==> src/rtl/fft_pkg.sv <==
// fft_pkg: constants and FSM state encoding for the radix-2 DIT FFT stage
// sequencer (256 points, 8 stages, 4 butterflies per issued group).
// Shared by the sequencer top, its address generator and the neighbouring
// data buffer / twiddle engine blocks.
package fft_pkg;
    localparam int LOG2N   = 8;                          // stages; 2**LOG2N points
    localparam int LANES   = 4;                          // butterflies per group
    localparam int ADDR_W  = 8;                          // data-buffer address width
    localparam int TW_W    = 7;                          // twiddle index width
    localparam int OUTST_W = 6;                          // outstanding-group counter width
    localparam int LVL_W   = 3;                          // stage index width
    localparam int GRP_W   = 5;                          // group index width
    localparam int LANE_W  = 2;                          // butterfly-in-group index width
    localparam int GROUPS  = (1 << LOG2N) / (2 * LANES); // groups per stage (32)
    localparam int CNT_W   = 16;                         // performance counter width

    typedef enum logic [1:0] {
        IDLE  = 2'd0,
        ISSUE = 2'd1,
        DRAIN = 2'd2,
        DONE  = 2'd3
    } fsm_state_e;
endpackage

==> src/rtl/fft_addr_gen.sv <==
// fft_addr_gen: combinational butterfly address / twiddle generator.
// For stage s and butterfly b = LANES*group + k (h = 1 << s):
//   low  = ((b >> s) << (s+1)) | (b & (h-1)),  high = low + h
//   tw   = (b & (h-1)) << (LOG2N-1-s)
// Ports:
//   level_i  in  stage index 0..7
//   group_i  in  group index 0..31
//   k_i      in  butterfly index inside the group 0..3
//   low_o    out low-leg data address
//   high_o   out high-leg data address
//   tw_o     out twiddle index (power of W256)
module fft_addr_gen
    import fft_pkg::*;
(
    input  logic [LVL_W-1:0]  level_i,
    input  logic [GRP_W-1:0]  group_i,
    input  logic [LANE_W-1:0] k_i,
    output logic [ADDR_W-1:0] low_o,
    output logic [ADDR_W-1:0] high_o,
    output logic [TW_W-1:0]   tw_o
);
    logic [ADDR_W-1:0] bfly;
    logic [ADDR_W-1:0] span;
    logic [ADDR_W-1:0] mask;
    logic [ADDR_W-1:0] low;
    logic [TW_W-1:0]   offset;

    assign bfly = ADDR_W'({group_i, k_i});
    assign span = ADDR_W'(1) << level_i;
    assign mask = span - ADDR_W'(1);

    // Insert a zero at bit position s of the butterfly number.
    assign low    = (((bfly >> level_i) << 1) << level_i) | (bfly & mask);
    // Offset inside the butterfly block is below 2**s <= 128, so it fits TW_W.
    assign offset = TW_W'(bfly & mask);

    assign low_o  = low;
    assign high_o = low + span;
    assign tw_o   = offset << (LVL_W'(LOG2N - 1) - level_i);
endmodule

==> src/rtl/fft_stage_sequencer.sv <==
// fft_stage_sequencer: walks the 8 radix-2 DIT stages of a 256-point FFT over
// a 4-lane butterfly array. Per stage it issues 32 groups back to back, then
// waits for every issued group to return before starting the next stage, so
// a stage never reads data the previous stage has not yet written.
// Optional build macro: FFT_SEQ_PERF_EN adds the cycle_cnt output.
// Ports:
//   clk          in   clock, rising edge
//   reset        in   synchronous, active-high
//   start_flush  in   pulse: input buffer holds a full frame
//   bfly_ready   in   butterfly result strobe, one per issued group
//   bfly_start   out  group issue strobe
//   bfly_addr    out  8 data addresses; lane 2k = low leg, 2k+1 = high leg
//   tw_idx       out  4 twiddle indices, butterfly k at [7k+6:7k]
//   level        out  current stage
//   output_start out  pulse: frame complete
//   busy         out  frame in flight
//   err_overrun  out  sticky protocol error flag
//   cycle_cnt    out  (FFT_SEQ_PERF_EN only) cycles spent on the last frame
module fft_stage_sequencer
    import fft_pkg::*;
(
    input  logic                        clk,
    input  logic                        reset,
    input  logic                        start_flush,
    input  logic                        bfly_ready,
    output logic                        bfly_start,
    output logic [2*LANES*ADDR_W-1:0]   bfly_addr,
    output logic [LANES*TW_W-1:0]       tw_idx,
    output logic [LVL_W-1:0]            level,
    output logic                        output_start,
    output logic                        busy,
    output logic                        err_overrun
`ifdef FFT_SEQ_PERF_EN
    ,
    output logic [CNT_W-1:0]            cycle_cnt
`endif
);
    localparam logic [GRP_W-1:0] LAST_GRP = GRP_W'(GROUPS - 1);
    localparam logic [LVL_W-1:0] LAST_LVL = LVL_W'(LOG2N - 1);

    fsm_state_e                  state_q, state_d;
    logic [LVL_W-1:0]            lvl_q, lvl_d;
    logic [GRP_W-1:0]            grp_q, grp_d;
    logic [OUTST_W-1:0]          outst_q, outst_d;
    logic                        bfly_start_q, bfly_start_d;
    logic [2*LANES*ADDR_W-1:0]   addr_q, addr_d;
    logic [LANES*TW_W-1:0]       tw_q, tw_d;
    logic                        output_start_q, output_start_d;
    logic                        busy_q, busy_d;
    logic                        err_q, err_d;
    logic                        accept_start;
    logic                        ready_ok;

    // One generator per lane, fed with the next-state level/group so the
    // registered addresses line up with the registered issue strobe.
    for (genvar gi = 0; gi < LANES; gi++) begin : g_lane
        logic [ADDR_W-1:0] lane_low;
        logic [ADDR_W-1:0] lane_high;
        logic [TW_W-1:0]   lane_tw;

        fft_addr_gen u_addr_gen (
            .level_i (lvl_d),
            .group_i (grp_d),
            .k_i     (LANE_W'(gi)),
            .low_o   (lane_low),
            .high_o  (lane_high),
            .tw_o    (lane_tw)
        );

        assign addr_d[(2*gi)*ADDR_W   +: ADDR_W] = lane_low;
        assign addr_d[(2*gi+1)*ADDR_W +: ADDR_W] = lane_high;
        assign tw_d[gi*TW_W +: TW_W]             = lane_tw;
    end

    // DONE accepts a new frame just like IDLE; busy is already low there.
    assign accept_start = start_flush && ((state_q == IDLE) || (state_q == DONE));
    // A result strobe with nothing outstanding is dropped so the counter never wraps.
    assign ready_ok     = bfly_ready && (outst_q != '0);

    always_comb begin
        state_d = state_q;
        lvl_d   = lvl_q;
        grp_d   = grp_q;
        outst_d = outst_q + OUTST_W'(bfly_start_q) - OUTST_W'(ready_ok);
        err_d   = err_q | (bfly_ready && (outst_q == '0)) | (start_flush && busy_q);

        case (state_q)
            IDLE, DONE: begin
                state_d = IDLE;
                if (accept_start) begin
                    state_d = ISSUE;
                    lvl_d   = '0;
                    grp_d   = '0;
                end
            end
            ISSUE: begin
                if (grp_q == LAST_GRP) begin
                    state_d = DRAIN;
                end else begin
                    grp_d = grp_q + 1'b1;
                end
            end
            DRAIN: begin
                // Look at the post-update count so the last result of a stage
                // releases the next stage in the same cycle it arrives.
                if (outst_d == '0) begin
                    if (lvl_q == LAST_LVL) begin
                        state_d = DONE;
                    end else begin
                        state_d = ISSUE;
                        lvl_d   = lvl_q + 1'b1;
                        grp_d   = '0;
                    end
                end
            end
            default: state_d = IDLE;
        endcase

        bfly_start_d   = (state_d == ISSUE);
        busy_d         = (state_d == ISSUE) || (state_d == DRAIN);
        output_start_d = (state_d == DONE);
    end

    always_ff @(posedge clk) begin
        if (reset) begin
            state_q        <= IDLE;
            lvl_q          <= '0;
            grp_q          <= '0;
            outst_q        <= '0;
            bfly_start_q   <= 1'b0;
            addr_q         <= '0;
            tw_q           <= '0;
            output_start_q <= 1'b0;
            busy_q         <= 1'b0;
            err_q          <= 1'b0;
        end else begin
            state_q        <= state_d;
            lvl_q          <= lvl_d;
            grp_q          <= grp_d;
            outst_q        <= outst_d;
            bfly_start_q   <= bfly_start_d;
            output_start_q <= output_start_d;
            busy_q         <= busy_d;
            err_q          <= err_d;
            // Addresses only change with an issue; otherwise hold the last group.
            if (bfly_start_d) begin
                addr_q <= addr_d;
                tw_q   <= tw_d;
            end
        end
    end

    assign bfly_start   = bfly_start_q;
    assign bfly_addr    = addr_q;
    assign tw_idx       = tw_q;
    assign level        = lvl_q;
    assign output_start = output_start_q;
    assign busy         = busy_q;
    assign err_overrun  = err_q;

`ifdef FFT_SEQ_PERF_EN
    logic [CNT_W-1:0] cnt_q, cnt_d;

    // The accepting cycle counts as the first; the DONE cycle is the last
    // counted, after which the value holds until the next frame.
    always_comb begin
        cnt_d = cnt_q;
        if (accept_start) begin
            cnt_d = CNT_W'(1);
        end else if ((state_q != IDLE) && (cnt_q != {CNT_W{1'b1}})) begin
            cnt_d = cnt_q + CNT_W'(1);
        end
    end

    always_ff @(posedge clk) begin
        if (reset) begin
            cnt_q <= '0;
        end else begin
            cnt_q <= cnt_d;
        end
    end

    assign cycle_cnt = cnt_q;
`endif
endmodule

==> config.mk <==
export PLATFORM = sky130hd
export DESIGN_NAME = fft_stage_sequencer
export DESIGN_NICKNAME = d
export VERILOG_FILES = /design/src/rtl/fft_pkg.sv /design/src/rtl/fft_addr_gen.sv /design/src/rtl/fft_stage_sequencer.sv
export SDC_FILE = /design/constraint.sdc
export NUM_CORES = 1
export LEC_CHECK = 0
export ABC_AREA = 1
export CORE_ASPECT_RATIO = 0.9
export CORE_MARGIN = 2
export CORE_UTILIZATION = 55
export DETAILED_ROUTE_END_ITERATION = 12
export MAX_ROUTING_LAYER = met4
export PLACE_DENSITY = 0.83
export RECOVER_POWER = 50
export SYNTH_ARGS = -nofsm -noshare
export SYNTH_HDL_FRONTEND = slang
export SYNTH_SLANG_ARGS = --single-unit
==> constraint.sdc <==
create_clock -name clk -period 8.6 [get_ports clk]
set_input_delay 1.72 -clock clk [delete_from_list [all_inputs] [get_ports clk]]
set_output_delay 1.72 -clock clk [all_outputs]
set_load 0.02 [all_outputs]
After elaboration in Yosys (flattened, before gate mapping)
Index checks and enable logic that the tools add are counted.
W data, S select, Z words.
{"block": "word_totals", "ramBits": 0, "n_memories": 0, "mem_bits_ro": 0, "register_bits": 112, "inputBits": 4, "output_inout_bits": 99, "word_cells": 76, "latchBits": 0}
{"block": "classes", "muxes": 14, "div_mod_pow": 0, "magnitude_cmp": 0, "n_mul": 0, "n_bitwise": 10, "add_sub_neg": 10, "shift": 13, "eq_ne": 8, "reduce_logical": 11}
{"op": "$add A8 B8 Y8", "n": 4}
{"op": "$and A7 B8 Y8", "n": 4}
{"op": "$or A8 B8 Y8", "n": 4}
{"op": "$shl A8 B3 Y8", "n": 4}
{"op": "$shl A7 B3 Y7", "n": 4}
{"op": "$shr A7 B3 Y7", "n": 4}
{"op": "$mux W5", "n": 4}
{"op": "$pmux W5 S3", "n": 1}
{"op": "$logic_not A6 Y1", "n": 2}
{"op": "$mux W3", "n": 3}
{"op": "$eq A2 B2 Y1 const B", "n": 4}
{"op": "$shl A1 B3 Y8 const A", "n": 1}
{"op": "$sub A8 B1 Y8 const B", "n": 1}
{"op": "$add A6 B1 Y6", "n": 1}
{"op": "$mux W2", "n": 3}
{"op": "$pmux W2 S3", "n": 1}
{"op": "$pmux W3 S2", "n": 1}
{"op": "$reduce_bool A6 Y1", "n": 1}
{"op": "$sub A6 B1 Y6", "n": 1}
{"op": "$add A5 B1 Y5 const B", "n": 1}
{"op": "$eq A5 B5 Y1 const B", "n": 1}
{"op": "$eq A2 B1 Y1 const B", "n": 2}
{"op": "$logic_and A1 B1 Y1", "n": 4}
{"op": "$add A3 B1 Y3 const B", "n": 1}
{"op": "7 further kinds", "n": 9}

Depth between registers and ports, before layout
Gate-level depths: netlist (run 1).
{"block": "logic_depth", "word_depth": 11, "mapped_depth": 44}

Hierarchy
A second synthesis (run 1) with hierarchy kept.
{"block": "unflattened", "hier_cells": 1373, "hier_area_um2": 8456.9}
{"mod": "fft_stage_sequencer", "instances": 1, "area_each_um2": 4501.8, "seq_area_each_um2": 2242.2, "cells_each": 598}
{"mod": "fft_addr_gen at g_lane[1].u_addr_gen ...", "instances": 3, "area_each_um2": 947.2, "seq_area_each_um2": 0.0, "cells_each": 193}
{"mod": "fft_addr_gen at g_lane[0].u_addr_gen", "instances": 1, "area_each_um2": 1113.6, "seq_area_each_um2": 0.0, "cells_each": 196}

Least setup slack after synthesis (run 1)
Ideal clock, no wire load.
{"block": "synth_path", "path_kind": "input to register", "start": "input bfly_ready", "end": "register addr_q[63] (netlist: bfly_addr[63])", "required_ps": 8491, "arrival_ps": 5916, "path_stages": 35, "setup_slack_ps": 2575, "path_cell_list": "inv_1 -> nor2_1 -> ha_1 -> inv_1 -> ha_1 -> fa_1 -> inv_1 -> nand2_1 -> nor2_4 -> nand3_4 -> nor2_4 -> nand3_4 -> nor2_1 -> nand2_2 -> a21oi_2 -> inv_2 -> nor2_2 -> nor3_4 -> nor2_1 -> inv_1 -> fa_1 -> nand2_1 -> nand2_1 -> a21oi_1 -> inv_1 -> nand2_1 -> inv_1 -> nor2_1 -> inv_1 -> a21oi_1 -> inv_1 -> nand4_1 -> nand3_1 -> nand2_1 -> inv_1"}
{"block": "synth_between", "elab_chain_cells": 10, "elab_cells_between_ends": 17, "cone_classes": "add/sub: 3; eq/ne: 1; shift: 3; mux: 6; bitwise: 2; reduce/logical: 2"}
{"item": "start: declaration", "line_no": "fft_stage_sequencer.sv:25", "source": "input logic bfly_ready,"}
{"item": "$logic_and A1 B1 Y1 *", "line_no": "fft_stage_sequencer.sv:78", "source": "assign ready_ok = bfly_ready && (outst_q != '0);"}
{"item": "$sub A6 B1 Y6 *", "line_no": "fft_stage_sequencer.sv:84", "source": "outst_d = outst_q + OUTST_W'(bfly_start_q) - OUTST_W'(ready_ok);"}
{"item": "net outst_d[1]", "line_no": "fft_stage_sequencer.sv:44", "source": "logic [OUTST_W-1:0] outst_q, outst_d;"}
{"item": "$logic_not A6 Y1 *", "line_no": "fft_stage_sequencer.sv:106", "source": "if (outst_d == '0) begin"}
{"item": "$mux W3", "line_no": "fft_stage_sequencer.sv:106"}
{"item": "$pmux W3 S2", "line_no": "fft_stage_sequencer.sv:87", "source": "case (state_q)"}
{"item": "$shl A1 B3 Y8", "line_no": "fft_addr_gen.sv:29", "source": "assign span = ADDR_W'(1) << level_i;"}
{"item": "$sub A8 B1 Y8", "line_no": "fft_addr_gen.sv:30", "source": "assign mask = span - ADDR_W'(1);"}
{"item": "$and A7 B8 Y8", "line_no": "fft_addr_gen.sv:33", "source": "assign low = (((bfly >> level_i) << 1) << level_i) | (bfly & mask);"}
{"item": "$or A8 B8 Y8 *", "line_no": "fft_addr_gen.sv:33"}
{"item": "net g_lane[3].lane_low[2]", "line_no": "fft_stage_sequencer.sv:57", "source": "logic [ADDR_W-1:0] lane_low;"}
{"item": "$add A8 B8 Y8 *", "line_no": "fft_addr_gen.sv:38", "source": "assign high_o = low + span;"}
{"item": "end signal: assignment", "line_no": "fft_stage_sequencer.sv:147", "source": "addr_q <= addr_d;"}
{"item": "end: declaration", "line_no": "fft_stage_sequencer.sv:46", "source": "logic [2*LANES*ADDR_W-1:0] addr_q, addr_d;"}
Mark *: on every way through the listed nets, which the timed path passes. The rest lies on a longest branch.
A chain may end at the register's enable or synchronous reset.

Worst setup path in the final report (run 1)
Same ends and word-level chain as after synthesis.

==> results.ini, run 1 <==
[run_status]
outcome=complete, but fails checks
violations=capacitance limit, slew limit

[clock_tree]
htreeDepth=3
post_cts_resized=0
cts-hold-fix-buffers=0
root_buffer=clkbuf_16
clockBufferDepth=2
cts-buffers-inserted=9
clk_pin_slew_worst_paths_ns=0.07
post_cts_buffers=0
clock-sinks=103
cts_tree=done
clock_latency_ns=0.35

[layout]
regArea_um2=2060
fin_nets=891
diodes=0
fillCellCount=835
fin_cells=980
drive_gt1_frac=0.105
syn_to_final_growth_pct=22.6
final_area_um2=6980
multi_input_area_um2=3100
final_common_cell=nand2_1
layout_common_cells=173 x nand2_1, 103 x dfxtp_1, 95 x dlygate4sd3_1

[global_route]
grt_pass1_vias=5023
overflow=0
grt.total_usage=0.289
grt_max_degree=51
antenna_found_initial=0
grt_pass1_wl_um=25200

[floorplanning]
die-area_um2=11200
io_pins=103
initial_core_util=0.560
die_h_um=100
rows=35
die_width_um=111
fp.coreArea_um2=10200

[placement]
numPortBuffers=97
place.gp.congestion=0.922
placed_area_um2=6700
post-dp-hpwl_um=11500
dp_cells=964

[logic_synthesis]
yosys_warnings=0
synth-seq-cells=103
syn_inst=762
synth_edf_count=0
yosys.area.top_type=dfxtp_1
postSynthAreaPerCell_um2=7.46
yosys_most_used_dff=dfxtp_1
synth_area_leaders=dfxtp_1 36%, nand2_1 11%, ha_1 7.9%, inv_1 5.5%, nor2_1 5.2%
synthesis.area_um2=5690
ys_seq_area_frac=0.363
yosys.area.top_type_share=0.363
post_synth_num_cell_types=52
synthArstFlopShare=0

[critical_path]
crit_family=simple AND/OR/NAND/NOR gates
slowest_stage=clkdlybuf4s50_1
cpPeakStageDelay_ns=0.48
worst_path_most_repeated_cell=inv_1
setup.worst_path.class=in -> reg
cp_data_required_time_ns=8.85
endpoint_kind=flop
startpoint_type=primary input
cp_data_arrival_time_ns=7.26
worstPathMaxFanout=8
timing.critical_path.buf_inv=11

[power_and_ir_drop]
p_per_area_nw_per_um2=189
power.leakage_nw=3.46
peakVddDrop_mv=0.373

[drt]
wirelength_um=15600
first_pass_iters=5
drc_errors=0
vias=5319
drt_iter0_drc=332
ant_nets=0
vias_per_cell=5.43
wl_per_cell_um=15.9

[sta]
worst_pin_slew_ns=1.80
slew_viol_final=34
fin_crit_sh=0.814
finalSetupViolCount=0
fmaxAchievable_mhz=143
hold_viol=0
clock_skew_ns=0.00549
grt_setup_unrepaired=no
setup-tns-final_ns=0
relSlewSlack=-0.203
fin_crit_ns=7.00

[job]
max-cap-violations=1

[min_path]
hp-class=reg -> reg

## state kept, by name, summed over array words and instances (netlist names)
signal and flops:
bfly_addr 59, bfly_start 1, busy 1, err_overrun 1
grp_q 5, level 3, output_start 1, outst_q 6
state_q 2, tw_idx 24
## Yosys cell counts (2+ instances only)
cell,instances
nand2_1,173
dfxtp_1,103
inv_1,84
nor2_1,79
o21ai_0,48
a21oi_1,42
ha_1,36
nand3_1,32
clkbuf_1,17
inv_2,15
nand2_2,12
buf_4,9
o211ai_1,9
o31ai_1,8
fa_1,5
nand2_4,5
nand3_2,5
nor2_2,5
o211ai_2,5
xor2_1,5
a21oi_2,4
a22o_1,4
nor3_1,4
o21ai_1,4
buf_2,3
nand3_4,3
nand4_1,3
nor2_4,3
o221ai_1,3
o22ai_1,3
or2_2,3
a31oi_1,2
buf_1,2
buf_6,2
conb_1,2
o21ai_2,2
o21bai_1,2
xnor2_1,2
## layout make-up
| class | count | area share |
|---|---|---|
| multi-input cells | 531 | 0.444 |
| flip-flops and latches | 103 | 0.296 |
| repair buffers | 100 | 0.142 |
| inverters | 101 | 0.0547 |
| clock buffers | 9 | 0.0323 |
| well taps | 129 | 0.0231 |
| clock inverters | 7 | 0.00825 |
## stage by stage
stage / setup slack, ns / hold slack (ns) / total power [mW] / util
2_1_floorplan: 2.57 / 0.503 / 0.839 / -
3_3_place_gp: 1.54 / 0.427 / 0.922 / 0.659
3_5_place_dp: 1.32 / 0.440 / 0.939 / 0.659
4_1_cts: 1.65 / 0.454 / 1.33 / 0.687
5_1_grt: 1.05 / 0.468 / 1.39 / 0.687
6_report: 1.60 / 0.447 / 1.32 / 0.687
## cells by family (layout without fill, tap and decap cells)
family,count (synthesis),after routing,synth area share
AND/OR/NAND/NOR,330,330,0.265
flip-flops,103,103,0.363
buffers and inverters,134,217,0.0981
AO/OA/AOI/OAI,144,144,0.160
XOR/XNOR,8,8,0.0156
adder cells (fa/ha/maj),41,41,0.0968
other,2,8,0.00132
## worst paths after layout
| path | cells after the start | slack [ns] | end | from |
|---|---|---|---|---|
| max | 36 | 1.60 | bfly_addr[63] | bfly_ready |
| min | 2 | 0.45 | bfly_addr[38] | bfly_addr[38] |
| max reg2reg | 38 | 2.69 | bfly_addr[63] | outst_q[3] |
| min reg2reg | 2 | 0.45 | bfly_addr[38] | bfly_addr[38] |
## routing by layer
metal | track usage | up-vias | share of wire
li1 | - | 2623 | -
met1 | 0.388 | 2458 | 0.47
met2 | 0.452 | 200 | 0.45
met3 | 0.0487 | 38 | 0.059
met4 | 0.0855 | 0 | 0.022
met5 | - | - | 0
## report_power, final
| part | switching [mW] | total (mW) | internal [mW] |
|---|---|---|---|
| sequential | 0.0170 | 0.525 | 0.508 |
| clock | 0.191 | 0.391 | 0.200 |
| combinational | 0.263 | 0.404 | 0.140 |
| total | 0.472 | 1.32 | 0.849 |
## worst min-delay path, stage by stage, from the launching register on
cell     delay [ns]
dfxtp_1        0.31
nand2_1        0.06
nand2_1        0.04
Note: power is estimated with default switching activity, not from simulation.
==> inputs of run 2 (changes only) <==
--- a/config.mk
+++ b/config.mk
@@ -8,10 +8,10 @@
 export ABC_AREA = 1
 export CORE_ASPECT_RATIO = 0.9
 export CORE_MARGIN = 2
-export CORE_UTILIZATION = 55
+export CORE_UTILIZATION = 48
 export DETAILED_ROUTE_END_ITERATION = 12
 export MAX_ROUTING_LAYER = met4
-export PLACE_DENSITY = 0.83
+export PLACE_DENSITY = 0.77
 export RECOVER_POWER = 50
 export SYNTH_ARGS = -nofsm -noshare
 export SYNTH_HDL_FRONTEND = slang
==> constraint.sdc (replaced) <==
create_clock -name clk -period 6.24 [get_ports clk]
set_input_delay 1.248 -clock clk [delete_from_list [all_inputs] [get_ports clk]]
set_output_delay 1.248 -clock clk [all_outputs]
set_load 0.02 [all_outputs]
==> results.ini, run 2 (synthesis results as in run 1) <==
[power_and_ir_drop]
peakVddDrop_mv=0.205  ; -45%
p_per_area_nw_per_um2=254  ; +34%
power.leakage_nw=3.62  ; +4.6%

[sta]
fmaxAchievable_mhz=171
whs_ns=0.444  ; -0.00246 ns
relSlewSlack=0.411  ; +0.614
fin_crit_ns=5.85
slew_viol_final=0  ; -100%
fin_crit_sh=0.938
hold_viol=0  ; unchanged
setup_slack_ns=0.385  ; -1.21 ns
grt_setup_unrepaired=yes
worst_pin_slew_ns=0.878  ; -0.926 ns
clock_skew_ns=0.0116  ; +0.00606 ns
finalSetupViolCount=0  ; unchanged

[clock_tree]
clk_pin_slew_worst_paths_ns=0.07  ; about the same
clock-sinks=103  ; unchanged
clock_latency_ns=0.35  ; about the same
htreeDepth=3  ; unchanged
cts_tree=done
root_buffer=clkbuf_16
clockBufferDepth=2  ; unchanged
cts-buffers-inserted=9  ; unchanged

[critical_path]
cpPeakStageDelay_ns=0.47  ; about the same
r2r-end=bfly_addr[31]
worstSetupStartpoint=bfly_ready
cp_data_arrival_time_ns=6.09  ; -1.17 ns
rrSetupSlack_ns=0.98  ; -1.71 ns
startpoint_type=primary input
critical_path.endpoint=bfly_addr[31]
r2r-start=outst_q[2]
worstPathMaxFanout=8  ; unchanged
worst_path_most_repeated_cell=nand2_1
slowest_stage=clkdlybuf4s50_1
endpoint_kind=flop
cp_data_required_time_ns=6.48  ; -2.37 ns
setup.worst_path.class=in -> reg
r2r_cells=37  ; -2.6%

[placement]
place.gp.congestion=0.958  ; +3.9%
post-dp-hpwl_um=10900  ; -4.6%
pre_cts_ws_ns=-0.00436  ; -1.32 ns
placed_area_um2=6900  ; +3.1%
dp_cells=1012  ; +5.0%
numPortBuffers=97  ; unchanged

[drt]
wl_per_cell_um=14.5  ; -8.9%
vias=5246  ; -1.4%
first_pass_iters=5  ; unchanged
drc_errors=0  ; unchanged
ant_nets=0  ; unchanged
drt_iter0_drc=427  ; +29%
wirelength_um=14900  ; -4.3%
vias_per_cell=5.09  ; -6.2%

[floorplanning]
die_width_um=119  ; +6.8%
rows=37  ; +5.7%
io_pins=103  ; unchanged
fp.coreArea_um2=11500  ; +13%
die-area_um2=12700  ; +14%
initial_core_util=0.495  ; -0.0644
die_h_um=107  ; +6.8%

[layout]
drive_gt1_frac=0.140  ; +0.0350
largest_reg_flops=59  ; unchanged
layout_common_cells=173 x nand2_1, 103 x dfxtp_1, 94 x dlygate4sd3_1
diodes=0  ; unchanged
final_area_um2=7320  ; +4.9%
fin_nets=914  ; +2.6%
final_common_cell=nand2_1
fin_cells=1030  ; +5.1%
syn_to_final_growth_pct=28.6

[min_path]
hp-class=reg -> reg

[global_route]
grt_max_degree=34  ; -33%
grt_pass1_wl_um=24800  ; -1.4%
antenna_found_initial=0  ; unchanged
grt_pass1_vias=4919  ; -2.1%
overflow=0  ; unchanged
grt.total_usage=0.249  ; -0.0392

[run_status]
outcome=finished clean

[job]
max-cap-violations=0  ; -1

-- run 2: changes by cell type in the layout (fill, tap and decap cells not counted), sizes merged --
cell,before,now
clkinv,4,3
clkdlybuf4s50,2,3
buf,2,26
inv,102,103
dlygate4sd3,95,94
clkinvlp,2,0
bufinv,0,1
-- run 2: worst min-delay path by stage --
| stage | startpoint | end | slack (ns) | cells past startpoint |
|---|---|---|---|---|
| 6_report | bfly_addr[1] | bfly_addr[1] | 0.44 | 2 |
| 5_1_grt | bfly_addr[1] | bfly_addr[1] | 0.46 | 2 |
| 4_1_cts | bfly_addr[1] | bfly_addr[1] | 0.45 | 2 |
| 3_5_place_dp | bfly_addr[3] | bfly_addr[3] | 0.44 | 2 |
| 3_3_place_gp | bfly_addr[1] | bfly_addr[1] | 0.43 | 2 |
| 2_1_floorplan | outst_q[0] | err_overrun | 0.50 | 3 |
-- run 2: worst max-delay path, delay by kind of cell --
kind            cells  cell delay [ns]
compound gates      5             0.69
xor+xnor            1             0.15
buf+inv             5             0.79
simple gates       20             2.05
fa+ha+maj           4             1.16
-- run 2: layout make-up --
class	count	area [um^2]
clock inverter	6	76.3
multi-input combinational	531	3170
fill	1042	4170
clock buffer	10	239
tap	156	195
sequential	103	2060
timing repair buffer	123	1180
inverter	101	389
-- run 2: through the flow --
stage | utilization | setup TNS [ns] | total power, mW
after global routing | 0.637 | -0.0290 | 1.97
after global placement | 0.601 | 0 | 1.28
after detailed placement | 0.601 | -0.00436 | 1.28
final | 0.637 | 0 | 1.86
after floorplan | - | 0 | 1.16
after CTS | 0.629 | 0 | 1.88
-- run 2: layer usage --
metal / vias up / wire length [um] / part of all wire / track usage
met4: 0 / 191 / 0.013 / 0.0774
met2: 179 / 6740 / 0.45 / 0.384
li1: 2659 / - / - / -
met3: 15 / 840 / 0.056 / 0.0424
met5: - / 0 / 0 / -
met1: 2393 / 7120 / 0.48 / 0.337
-- run 2: timing repair --
item | CTS | global route
endpoints found under the setup margin | 0 | 6
setup buffers | 0 | 2
hold buffers | 0 | 0
resized for setup | 0 | 18
-- run 2: power breakdown --
part,switching [mW],leakage [nW],internal (mW),total [mW]
clock network,0.267,0.156,0.330,0.597
registers,0.0227,0.841,0.700,0.723
logic,0.344,2.63,0.197,0.540
total,0.633,3.62,1.23,1.86
==> inputs of run 3 (changes only) <==
--- a/config.mk
+++ b/config.mk
@@ -13,6 +13,8 @@
 export MAX_ROUTING_LAYER = met4
 export PLACE_DENSITY = 0.77
 export RECOVER_POWER = 50
+export SETUP_SLACK_MARGIN = 0.5
+export SLEW_MARGIN = 20
 export SYNTH_ARGS = -nofsm -noshare
 export SYNTH_HDL_FRONTEND = slang
 export SYNTH_SLANG_ARGS = --single-unit
==> results.ini, run 3 (synthesis results as in run 1) <==
[floorplanning]
die_h_um=107  ; unchanged
fp.coreArea_um2=11500  ; unchanged
io_pins=103  ; unchanged
rows=37  ; unchanged
die-area_um2=12700  ; unchanged
die_width_um=119  ; unchanged
initial_core_util=0.495  ; unchanged

[clock_tree]
cts-buffers-inserted=9  ; unchanged
root_buffer=clkbuf_16
clock_latency_ns=0.35  ; about the same
clock-sinks=103  ; unchanged
htreeDepth=3  ; unchanged
cts_tree=done
clockBufferDepth=2  ; unchanged
clk_pin_slew_worst_paths_ns=0.07  ; about the same

[layout]
drive_gt1_frac=0.202  ; +0.0629
layout_common_cells=161 x nand2_1, 103 x dfxtp_1, 92 x dlygate4sd3_1
final_common_cell=nand2_1
largest_reg_flops=59  ; unchanged
fin_nets=939  ; +2.7%
fillCellCount=960  ; -7.9%
syn_to_final_growth_pct=35.7
diodes=0  ; unchanged
final_area_um2=7720  ; +5.5%

[job]
max-cap-violations=1  ; +1

[power_and_ir_drop]
peakVddDrop_mv=0.206  ; +0.35%
p_clk_frac=0.315  ; -0.006
power.leakage_nw=3.74  ; +3.3%
p_per_area_nw_per_um2=246  ; -3.1%
pwr-share-seq=0.381  ; -0.008
switching_share=0.344  ; +0.00300
p_switching_mw=0.653  ; +3.1%
p_int_mw=1.25  ; +1.8%
combPwrFrac=0.304  ; +0.014

[global_route]
grt_pass1_vias=4960  ; +0.83%
overflow=0  ; unchanged
grt_pass1_wl_um=25000  ; +0.45%
grt.total_usage=0.251  ; +0.00164
grt_max_degree=34  ; unchanged
antenna_found_initial=0  ; unchanged

[critical_path]
startpoint_type=primary input
cpPeakStageDelay_ns=0.43  ; -0.04 ns
worstPathMaxFanout=7  ; -1
setup.worst_path.class=in -> reg
r2r_cells=40  ; +8.1%
endpoint_kind=flop
cp_data_arrival_time_ns=5.68  ; -0.41 ns
slowest_stage=fa_2
cp_data_required_time_ns=6.49  ; about the same

[sta]
clock_skew_ns=0.00879  ; -0.00277 ns
fin_crit_sh=0.870  ; -0.0679
fin_crit_ns=5.43  ; -0.423 ns
hold_viol=0  ; unchanged
setup-tns-final_ns=0  ; unchanged
relSlewSlack=-0.0689  ; -0.480
finalSetupViolCount=0  ; unchanged
fmaxAchievable_mhz=184  ; +7.8%
worst_pin_slew_ns=1.60  ; +0.725 ns
slew_viol_final=34  ; +34
grt_setup_unrepaired=no

[drt]
drc_errors=0  ; unchanged
ant_nets=0  ; unchanged
first_pass_iters=5  ; unchanged
vias_per_cell=5.18  ; +1.6%
drt_iter0_drc=411  ; -3.7%
wl_per_cell_um=15.1  ; +4.4%
vias=5461  ; +4.1%
wirelength_um=15900  ; +6.9%

[placement]
placed_area_um2=6900  ; unchanged
place.gp.congestion=0.958  ; unchanged
post-dp-hpwl_um=10900  ; unchanged
numPortBuffers=97  ; unchanged

[run_status]
violations=capacitance limit, slew limit
outcome=complete, but fails checks

[min_path]
hp-class=reg -> reg
hold_depth=2  ; unchanged

run 3: cell type report:
class                      count  area (um^2)  area share
multi-input combinational    532         3370       0.437
tap                          156          195      0.0253
sequential                   103         2060       0.267
clock buffer                  10          239      0.0310
timing repair buffer         147         1380       0.179
clock inverter                 6         76.3     0.00989
inverter                     101          392      0.0508
run 3: power by group through the flow:
stage / registers, mW / logic (mW) / clock network (mW)
final: 0.724 / 0.579 / 0.599
after global routing: 0.729 / 0.644 / 0.634
after CTS: 0.724 / 0.549 / 0.607
after detailed placement: 0.738 / 0.545 / 0
after global placement: 0.739 / 0.540 / 0
after floorplan: 0.764 / 0.392 / 0
run 3: metrics by stage:
step / setup WS [ns] / power (mW) / util / hold WS, ns / cells
2_1_floorplan: 0.687 / 1.16 / - / 0.503 / 768
3_3_place_gp: 0.152 / 1.28 / 0.601 / 0.427 / 1012
3_5_place_dp: -0.00436 / 1.28 / 0.601 / 0.439 / 1012
4_1_cts: 0.496 / 1.88 / 0.637 / 0.451 / 1033
5_1_grt: 0.463 / 2.01 / 0.672 / 0.458 / 1055
6_report: 0.809 / 1.90 / 0.672 / 0.445 / 1055
run 3: path summary, 6_finish.rpt:
path	startpoint	end	slack (ns)
hold / removal	bfly_addr[1]	bfly_addr[1]	0.44
setup reg to reg	outst_q[2]	bfly_addr[47]	1.03
setup / recovery	bfly_ready	bfly_addr[47]	0.81
hold reg to reg	bfly_addr[1]	bfly_addr[1]	0.44
run 3: critical path, delay by kind of cell:
kind / cells / cell delay [ns]
and+or+nand+nor: 20 / 2.04
adders and majority gates: 4 / 1.14
AOI/OAI and AO/OA: 4 / 0.57
buffers and inverters: 10 / 0.67
run 3: layer usage:
metal  vias up  track usage  wire length (um)
met5         -            -                 0
met4         0       0.0782               315
met3        28       0.0456              1120
met2       219        0.393              7300
met1      2501        0.332              7190
li1       2713            -                 -
run 3: timing repair:
item | in CTS | in global routing
gates cloned | 0 | 1
hold buffers | 0 | 0
pin swaps | 6 | 39
setup buffers | 5 | 21
resized for setup | 14 | 52
setup endpoints to repair | 4 | 11
